**src/rtl/calculator_alu_if.sv**
```systemverilog
// rtl/calculator_alu_if.sv - keypad-side strobes and display-side result bundle for calculator_alu
interface calculator_alu_if #(
  parameter int N = 8
);
  logic signed [N-1:0]   number_in;
  logic                  load;
  logic [1:0]            op_sel;
  logic                  op;
  logic                  equal;
  logic                  clear;
  logic signed [2*N-1:0] result;
  logic                  ready;
  logic                  busy;
  logic                  ovf;

  modport master (
    output number_in, load, op_sel, op, equal, clear,
    input  result, ready, busy, ovf
  );

  modport slave (
    input  number_in, load, op_sel, op, equal, clear,
    output result, ready, busy, ovf
  );
endinterface

```
**src/rtl/calculator_alu.sv**
```systemverilog
// rtl/calculator_alu.sv - sequential signed calculator: add/sub in one cycle, multiply by radix-2 Booth
module calculator_alu #(
  parameter int N = 8
) (
  input  logic             clk,
  input  logic             rst,
  calculator_alu_if.slave  bus
);
  typedef enum logic [2:0] {S_A, S_OP, S_B, S_EQ, S_CALC, S_DONE} state_t;

  // Booth register: {upper (2N+1), multiplier (N), q_-1}; upper carries one guard bit
  // so a chained most-negative multiplicand can still be negated without wrapping.
  localparam int PW = 3 * N + 2;
  localparam int CW = $clog2(N + 1);

  localparam logic [1:0] OP_ADD = 2'b00;
  localparam logic [1:0] OP_SUB = 2'b01;
  localparam logic [1:0] OP_MUL = 2'b10;
  localparam logic [1:0] OP_RSV = 2'b11;

  state_t              state_q, state_d;
  logic [2*N-1:0]      acc_q, acc_d;
  logic [N-1:0]        b_q, b_d;
  logic [1:0]          code_q, code_d;
  logic [2*N-1:0]      result_q, result_d;
  logic                ovf_q, ovf_d;
  logic [PW-1:0]       prod_q, prod_d;
  logic [CW-1:0]       cnt_q, cnt_d;

  logic [2*N-1:0]      num_ext, b_ext;
  logic [2*N:0]        sum_w, m_ext, upper, upper_new;
  logic [PW-1:0]       step, prod_init;
  logic                add_ovf, mul_ovf;
  logic                op_valid;

  // Shared datapath: sign extensions, add/sub with guard bit, one Booth step
  always_comb begin
    num_ext   = {{N{bus.number_in[N-1]}}, bus.number_in};
    b_ext     = {{N{b_q[N-1]}}, b_q};
    if (code_q == OP_SUB) sum_w = {acc_q[2*N-1], acc_q} - {b_ext[2*N-1], b_ext};
    else                  sum_w = {acc_q[2*N-1], acc_q} + {b_ext[2*N-1], b_ext};
    add_ovf   = sum_w[2*N] ^ sum_w[2*N-1];
    m_ext     = {acc_q[2*N-1], acc_q};
    upper     = prod_q[PW-1 -: 2*N+1];
    case (prod_q[1:0])
      2'b01:   upper_new = upper + m_ext;
      2'b10:   upper_new = upper - m_ext;
      default: upper_new = upper;
    endcase
    step      = {upper_new[2*N], upper_new, prod_q[N:1]};
    // product bit k sits at step[k+1]; overflow when product[3N-1:2N-1] is not a pure sign run
    mul_ovf   = !((&step[3*N:2*N]) || !(|step[3*N:2*N]));
    prod_init = {{(2*N+1){1'b0}}, b_q, 1'b0};
    op_valid  = bus.op && (bus.op_sel != OP_RSV);
  end

  // Next-state logic; strobe priority is clear > equal > op > load in every state
  always_comb begin
    state_d  = state_q;
    acc_d    = acc_q;
    b_d      = b_q;
    code_d   = code_q;
    result_d = result_q;
    ovf_d    = ovf_q;
    prod_d   = prod_q;
    cnt_d    = cnt_q;
    if (bus.clear) begin
      state_d  = S_A;
      acc_d    = '0;
      b_d      = '0;
      code_d   = OP_ADD;
      result_d = '0;
      ovf_d    = 1'b0;
      prod_d   = '0;
      cnt_d    = '0;
    end else begin
      case (state_q)
        S_A: begin
          if (!bus.equal && !bus.op && bus.load) begin
            acc_d   = num_ext;
            state_d = S_OP;
          end
        end
        S_OP: begin
          if (bus.equal) begin
            state_d = S_OP;
          end else if (bus.op) begin
            if (op_valid) begin
              code_d  = bus.op_sel;
              state_d = S_B;
            end
          end else if (bus.load) begin
            acc_d = num_ext;
          end
        end
        S_B: begin
          if (!bus.equal && !bus.op && bus.load) begin
            b_d     = bus.number_in;
            state_d = S_EQ;
          end
        end
        S_EQ: begin
          if (bus.equal) begin
            prod_d  = prod_init;
            cnt_d   = '0;
            state_d = S_CALC;
          end else if (bus.op) begin
            if (op_valid) code_d = bus.op_sel;
          end else if (bus.load) begin
            b_d = bus.number_in;
          end
        end
        S_CALC: begin
          if (code_q == OP_MUL) begin
            prod_d = step;
            cnt_d  = cnt_q + 1'b1;
            if (cnt_q == CW'(N - 1)) begin
              result_d = step[2*N:1];
              ovf_d    = ovf_q | mul_ovf;
              state_d  = S_DONE;
            end
          end else begin
            result_d = sum_w[2*N-1:0];
            ovf_d    = ovf_q | add_ovf;
            state_d  = S_DONE;
          end
        end
        S_DONE: begin
          if (bus.equal) begin
            acc_d   = result_q;
            prod_d  = prod_init;
            cnt_d   = '0;
            state_d = S_CALC;
          end else if (bus.op) begin
            if (op_valid) begin
              acc_d   = result_q;
              code_d  = bus.op_sel;
              state_d = S_B;
            end
          end else if (bus.load) begin
            acc_d   = num_ext;
            ovf_d   = 1'b0;
            state_d = S_OP;
          end
        end
        default: state_d = S_A;
      endcase
    end
  end

  // State register; reset discards any partial Booth product
  always_ff @(posedge clk or negedge rst) begin
    if (!rst) begin
      state_q  <= S_A;
      acc_q    <= '0;
      b_q      <= '0;
      code_q   <= OP_ADD;
      result_q <= '0;
      ovf_q    <= 1'b0;
      prod_q   <= '0;
      cnt_q    <= '0;
    end else begin
      state_q  <= state_d;
      acc_q    <= acc_d;
      b_q      <= b_d;
      code_q   <= code_d;
      result_q <= result_d;
      ovf_q    <= ovf_d;
      prod_q   <= prod_d;
      cnt_q    <= cnt_d;
    end
  end

  assign bus.result = result_q;
  assign bus.ready  = (state_q == S_DONE);
  assign bus.busy   = (state_q == S_CALC);
  assign bus.ovf    = ovf_q;
endmodule

```
**src/flat_wrapper.sv**
```systemverilog
// flat-port wrapper written by rule: the top's interface ports become plain ports
module calculator_alu_flat 
#(
  parameter int N = 8
)
  (clk, rst, bus_number_in, bus_load, bus_op_sel, bus_op, bus_equal, bus_clear, bus_result, bus_ready, bus_busy, bus_ovf);
  calculator_alu_if #(.N(N)) bus_i ();
  input  logic clk;
  input  logic rst;
  input wire logic [$bits(bus_i.number_in)-1:0] bus_number_in;
  input wire logic [$bits(bus_i.load)-1:0] bus_load;
  input wire logic [$bits(bus_i.op_sel)-1:0] bus_op_sel;
  input wire logic [$bits(bus_i.op)-1:0] bus_op;
  input wire logic [$bits(bus_i.equal)-1:0] bus_equal;
  input wire logic [$bits(bus_i.clear)-1:0] bus_clear;
  output wire logic [$bits(bus_i.result)-1:0] bus_result;
  output wire logic [$bits(bus_i.ready)-1:0] bus_ready;
  output wire logic [$bits(bus_i.busy)-1:0] bus_busy;
  output wire logic [$bits(bus_i.ovf)-1:0] bus_ovf;
  assign bus_i.number_in = bus_number_in;
  assign bus_i.load = bus_load;
  assign bus_i.op_sel = bus_op_sel;
  assign bus_i.op = bus_op;
  assign bus_i.equal = bus_equal;
  assign bus_i.clear = bus_clear;
  assign bus_result = bus_i.result;
  assign bus_ready = bus_i.ready;
  assign bus_busy = bus_i.busy;
  assign bus_ovf = bus_i.ovf;
  calculator_alu #(.N(N)) u_core (.clk(clk), .rst(rst), .bus(bus_i));
endmodule
```
**config.mk**
```make
export PLATFORM = sky130hd
export DESIGN_NAME = calculator_alu_flat
export DESIGN_NICKNAME = d
export VERILOG_FILES = /design/src/rtl/calculator_alu_if.sv /design/src/rtl/calculator_alu.sv /design/src/flat_wrapper.sv
export SDC_FILE = /design/constraint.sdc
export NUM_CORES = 1
export LEC_CHECK = 0
export CORE_MARGIN = 4
export CORE_UTILIZATION = 57
export CTS_BUF_LIST = sky130_fd_sc_hd__clkbuf_8
export CTS_CLUSTER_SIZE = 20
export DETAILED_ROUTE_END_ITERATION = 12
export GPL_TIMING_DRIVEN = 0
export MAX_ROUTING_LAYER = met4
export PLACE_DENSITY = 0.91
export SETUP_SLACK_MARGIN = 0.05
export SKIP_LAST_GASP = 1
export SYNTH_ARGS = -nofsm -noshare
export SYNTH_HDL_FRONTEND = slang
export SYNTH_SLANG_ARGS = --single-unit
```
**constraint.sdc**
```tcl
create_clock -name clk -period 3.7 [get_ports clk]
set_clock_uncertainty 0.1 [all_clocks]
set_input_delay 0.74 -clock clk [delete_from_list [all_inputs] [get_ports clk]]
set_output_delay 0.74 -clock clk [all_outputs]
set_load 0.02 [all_outputs]
```
After elaboration in Yosys (flattened, before gate mapping)
Cells that the tools add are included.
{ "word_totals": {"output_inout_bits": 19, "word_cells": 128, "inputBits": 16, "regBits": 76} }
{ "classes": {"bitwise_logic": 3, "muxes": 54, "n_eq_ne": 30, "reduce_logical": 28, "n_addsub": 5} }
{ "ops": {"columns": ["op", "count"], "rows": [
  ["$mux 16", 12],
  ["$mux 26", 3],
  ["$pmux 26 s2", 1],
  ["$pmux 16 s3", 1],
  ["$mux 8", 5],
  ["$mux 3", 12],
  ["$pmux 17 s2", 1],
  ["$ne 3x3->1 const B", 10],
  ["$pmux 3 s6", 1],
  ["$add 16x8->17", 1],
  ["$add 17x17->17", 1],
  ["$mux 17", 1],
  ["$sub 16x8->17", 1],
  ["$sub 17x17->17", 1],
  ["$pmux 8 s2", 1],
  ["$reduce_and 5->1", 3],
  ["$mux 4", 3],
  ["$mux 2", 5],
  ["$ne 3x2->1 const B", 3],
  ["$reduce_and 9->1", 1],
  ["$reduce_bool 3->1", 3],
  ["$reduce_or 9->1", 1],
  ["$ne 4x4->1 const B", 2],
  ["$pmux 4 s2", 1],
  ["28 further kinds", 46]
]} }

Logic depth before layout (Yosys ltp)
{ "depth": {"ltp_word": 11, "depth_mapped": 16, "depth_no_buf": 16} }

Worst setup path after synthesis
No wires, ideal clock.
{ "synth_timing": {"path_kind": "flip-flop to flip-flop", "startpoint": "register u_core.acc_q[3]", "endpoint": "register u_core.ovf_q, in the netlist u_core.bus.ovf", "arrival_time_ps": 3789, "setup_ps": 123, "path_stages_with_launch": 16, "period_less_slack_ps": 4012, "slack_ps": -312, "path_buffers": 0, "required_time_ps": 3477, "path_cell_list": "dfrtp_1 -> or4_2 -> nor3_1 -> nand2_1 -> nor2_1 -> a21oi_1 -> xnor2_1 -> ha_1 -> a21oi_1 -> o211ai_1 -> a22o_1 -> or4b_1 -> nand4_1 -> nand4b_1 -> o32ai_2 -> o21ai_1"} }
{ "synth_via": {"elab_chain_len": 11, "elab_cells_between_ends": 18, "classes_between": "add/sub (4); mux (6); bitwise (3); reduce/logical (5)"} }
{ "synth_lines": {"columns": ["element", "line_no", "text"], "rows": [
  ["start: declaration", "calculator_alu.sv:22", "logic [2*N-1:0] acc_q, acc_d;"],
  ["start signal: assignment", "calculator_alu.sv:155", "acc_q <= '0;"],
  ["start signal: assignment", "calculator_alu.sv:164", "acc_q <= acc_d;"],
  ["$sub 17x17->17 / $add 17x17->17 (equally long branches)", "calculator_alu.sv:47, calculator_alu.sv:46", null],
  ["$pmux 17 s2", "calculator_alu.sv:45", "case (prod_q[1:0])"],
  ["$reduce_or 9->1", "calculator_alu.sv:52", "mul_ovf = !((&step[3*N:2*N]) || !(|step[3*N:2*N]));"],
  ["$logic_not 1->1", "calculator_alu.sv:52", null],
  ["$logic_or 1x1->1", "calculator_alu.sv:52", null],
  ["$logic_not 1->1", "calculator_alu.sv:52", null],
  ["$or 1x1->1", "calculator_alu.sv:119", "ovf_d = ovf_q | mul_ovf;"],
  ["$mux 1", "calculator_alu.sv:117", "if (cnt_q == CW'(N - 1)) begin"],
  ["$mux 1 *", "calculator_alu.sv:114", "if (code_q == OP_MUL) begin"],
  ["$pmux 1 s2 *", "calculator_alu.sv:77", "case (state_q)"],
  ["$mux 1 *", "calculator_alu.sv:67", "if (bus.clear) begin"],
  ["end signal: assignment", "calculator_alu.sv:168", "ovf_q <= ovf_d;"],
  ["end: declaration", "calculator_alu.sv:26", "logic ovf_q, ovf_d;"]
]} }
Every way passes the cells marked *; elsewhere a longest branch is shown, timed or not. The select of a mux whose other input is x is not followed.
A chain may end at the register's enable or synchronous reset.

Final worst setup path
{ "layout_timing": {"startpoint": "register u_core.acc_q[2]", "endpoint": "register u_core.ovf_q, in the netlist u_core.bus.ovf"} }
The elaborated chain is that of the path after synthesis.

==> results.md <==
* Status: finished with violations
* Failing checks: negative setup slack
* Seq pwr share at 35.2%
* Die width at 113 µm
* Unrepaired setup endpoints after global routing: true
* Setup ws final at -0.449 ns
* Vias in the first global route at about 6000
* Worst slack at placement at -0.583 ns
* Die outline height at 113 µm
* Clock group share of total power at 27.6%
* R2r worst-path depth at 15
* Port Buffer Count at 33
* Setup Viol. Count Final at 8
* Hold Vio Cnt, Final at 0
* Total number of vias at 6748
* Post-synth top flop: dfrtp_1
* Max_cap viols at 0
* Die area at approximately 0.013 mm²
* CTS tree: built
* CTS buffer count at 9
* RR Startpoint: u_core.acc_q[2]$_DFFE_PN0P_
* Post-synthesis cell type count at 78
* Hpwl dp at roughly 14 mm
* Max-slew violation count at 0
* CP required at 3.84 ns
* Area Growth Syn to Fin at 23.3%
* Post-synthesis cell area at approximately 0.0062 mm²
* Worst setup path class: flop to flop
* Cell Chain, Critical Path: or4_4 -> nor3_4 -> nand2_2 -> nor2_4 -> a21oi_2 -> xnor2_2 -> ha_4 -> a21oi_4 -> o211ai_1 -> a22o_1 -> or4b_1 -> nand4_1 -> nand4b_1 -> o32ai_2 -> o21ai_1
* Site row count at 37
* Flops & latches, synth at 75
* Worst setup EP type: flop
* Gr usage total at roughly 32%
* Grt total ovfl at 0
* Lkg Pwr at 0.00317 µW
* DR iter-0 viols at 910
* ANT cells at 0
* Synthesized Nets at 822
* CTS max path bufs at 2
* Maximum vdd drop at 0.246 mV
* Worst-Skew Late Latency at 0.36 ns
* Fin util at 73.1%
* Final #Nets at 908
* Fraction of layout cells with a size suffix above 1 at 18.1%
* CTS H-tree lvls at 3
* WL/cell at 20.9 µm
* Slowest cell on crit path: or4_4
* Yosys warnings at 0
* Vias per cell at 6.80
* Net Sw Frac at 36.3%
* Setup crit start kind: flop
* Part of the Yosys area used for sequential elements at 30.1%
* Ports at 35
* Antenna violations before repair at 0
* DRC violations left at 0
* Async set-reset flop share out of synthesis at between 90% and 100%
* Initial Util at 59.3%
* Clock net sink count at 75
* Logic pwr share at 37.1%
* CP max FO at 6
* CORE AREA at 0.0105 mm²
* NetSw at approximately 950 µW
* Slack of the worst reg-to-reg path at -0.45 ns
* Max stage delay on crit path at 0.57 ns
* Power per cell area at approximately 340 mW/mm²
* Largest net degree at the start of global routing at 53
* Int Pwr at 1660 µW
* Period utilisation layout at 112%
* First-pass GRT wire length at 31.9 mm
* Reg2reg end: u_core.bus.ovf$_DFFE_PN0P_
* Number of synthesized flops with an enable pin at 0
* DR pass1 iterations at 5
* ANT nets after route at 0
* Min Tclk post-route at 4.15 ns
* CTS root buf: clkbuf_8
* Worst slew margin relative to its limit at 34.7%
* Most frequent cells in the layout: 80 x nor2_1, 71 x nand2_1, 71 x dfrtp_1, 49 x o21ai_0, 48 x a21oi_1
* Fmax achieved at 0.241 GHz
* Worst Path Arrival at 4.29 ns
* Cells after Synth at 766
* Clock transition at path regs at 0.09 ns
* Slew @ Worst Pin at 0.969 ns
* WL final at 20.7 mm
* Mean Syn Cell Area at 8.14 µm²
* Hold Crit Class: input port to asynchronous set/reset pin
* Commonest non-fill, non-tap cell in the layout: nor2_1
* Gp weighted congestion at 0.998
==> worst max-delay path: cells and delay by family, from the launching register on <==
kind	cells	cell delay, ns
adders and majority gates	1	0.27
and+or+nand+nor	7	1.90
xor gates and xnor gates	1	0.24
AOI/OAI and AO/OA	6	1.04
DFF	1	0.46
==> cells in the mapped netlist, types with 7 or more instances <==
cell type,n,share of area [%]
nor3_1,32,2.6
o21ai_1,14,1.1
nand2_1,73,4.4
nor2_1,84,5.1
clkbuf_1,30,1.8
dfrtp_1,75,30
o221ai_1,8,1.1
nor2b_1,9,0.90
o21a_1,13,1.6
or3_1,8,0.80
o21ai_0,53,4.3
a211oi_1,12,1.4
mux2i_1,18,2.9
a21oi_1,58,4.7
nand2b_1,7,0.70
a31oi_1,9,0.90
ha_1,38,7.6
nand3_1,22,1.8
xnor2_1,24,3.4
a21o_1,8,0.96
inv_1,23,1.4
a2bb2oi_1,15,2.1
o31ai_1,13,1.6
o211ai_1,11,1.3
==> cell families (layout without fill, tap and decap cells) <==
| family | after synthesis | after routing | synth area share, % |
|---|---|---|---|
| fa+ha+maj | 40 | 40 | 8.27 |
| compound gates | 252 | 252 | 26.7 |
| simple gates | 281 | 281 | 22.1 |
| xor+xnor | 31 | 31 | 4.60 |
| mux | 22 | 22 | 3.61 |
| flops | 75 | 75 | 30.1 |
| buf+inv | 65 | 156 | 4.58 |
==> routing by layer <==
layer,global-route usage (%),vias to the layer above,share of wire (%)
li1,-,3016,-
met1,42.9,3152,39
met2,47.7,485,45
met3,6.58,95,12
met4,13.1,0,4.7
met5,-,-,0
==> how the worst max path moves through the flow <==
stage          depth (start not counted)                           end                        start  slack [ns]
3_5_place_dp                          15    u_core.bus.ovf$_DFFE_PN0P_  u_core.acc_q[1]$_DFFE_PN0P_       -0.58
4_1_cts                               15    u_core.bus.ovf$_DFFE_PN0P_  u_core.acc_q[1]$_DFFE_PN0P_       -0.32
6_report                              15    u_core.bus.ovf$_DFFE_PN0P_  u_core.acc_q[2]$_DFFE_PN0P_       -0.45
2_1_floorplan                         15    u_core.bus.ovf$_DFFE_PN0P_  u_core.acc_q[0]$_DFFE_PN0P_      -0.004
3_3_place_gp                           1  u_core.acc_q[15]$_DFFE_PN0P_                          rst       -0.81
5_1_grt                               17    u_core.bus.ovf$_DFFE_PN0P_  u_core.acc_q[2]$_DFFE_PN0P_       -0.60
==> power groups by stage <==
stage               clock network [µW]  logic (µW)  registers (µW)
CTS                                724         856             912
finish                             722         969             920
floorplan                            0         576             907
global placement                     0         742             926
detailed placement                   0         765             927
global route                       755        1040             922
==> metrics by stage <==
stage	area, µm²	instances	total power (µW)	TNS [ns]	hold slack, ns
floorplan	6260	766	1480	-0.00426	0.344
global placement	6760	935	1670	-61.87	0.364
detailed placement	6780	936	1690	-1.63	0.377
CTS	7330	978	2490	-0.425	0.180
global route	7680	993	2710	-1.97	0.190
finish	7680	993	2610	-1.15	0.181
==> sequential cells by signal, summed over array words and instances (netlist names) <==
| register | count |
|---|---|
| u_core.acc_q | 16 |
| u_core.b_q | 8 |
| u_core.bus.ovf | 1 |
| u_core.bus.result | 16 |
| u_core.cnt_q | 4 |
| u_core.code_q | 2 |
| u_core.prod_q | 25 |
| u_core.state_q | 3 |
==> area by class of cell <==
type / instances / area (µm²)
buffer: 40 / 200
clock buffer: 9 / 124
clock inverter: 7 / 98.8
fill: 699 / 2830
inverter: 25 / 93.8
multi-input combinational: 626 / 4430
sequential: 75 / 1880
tap: 136 / 170
timing repair buffer: 75 / 683
==> what timing repair did <==
action,in CTS,in global routing
hold buffers,0,0
cloned,0,0
gates resized for setup,34,48
pin swaps,30,55
setup buffers,26,15
endpoints found under the setup margin,8,17
Power figures use the tool's default switching activity.
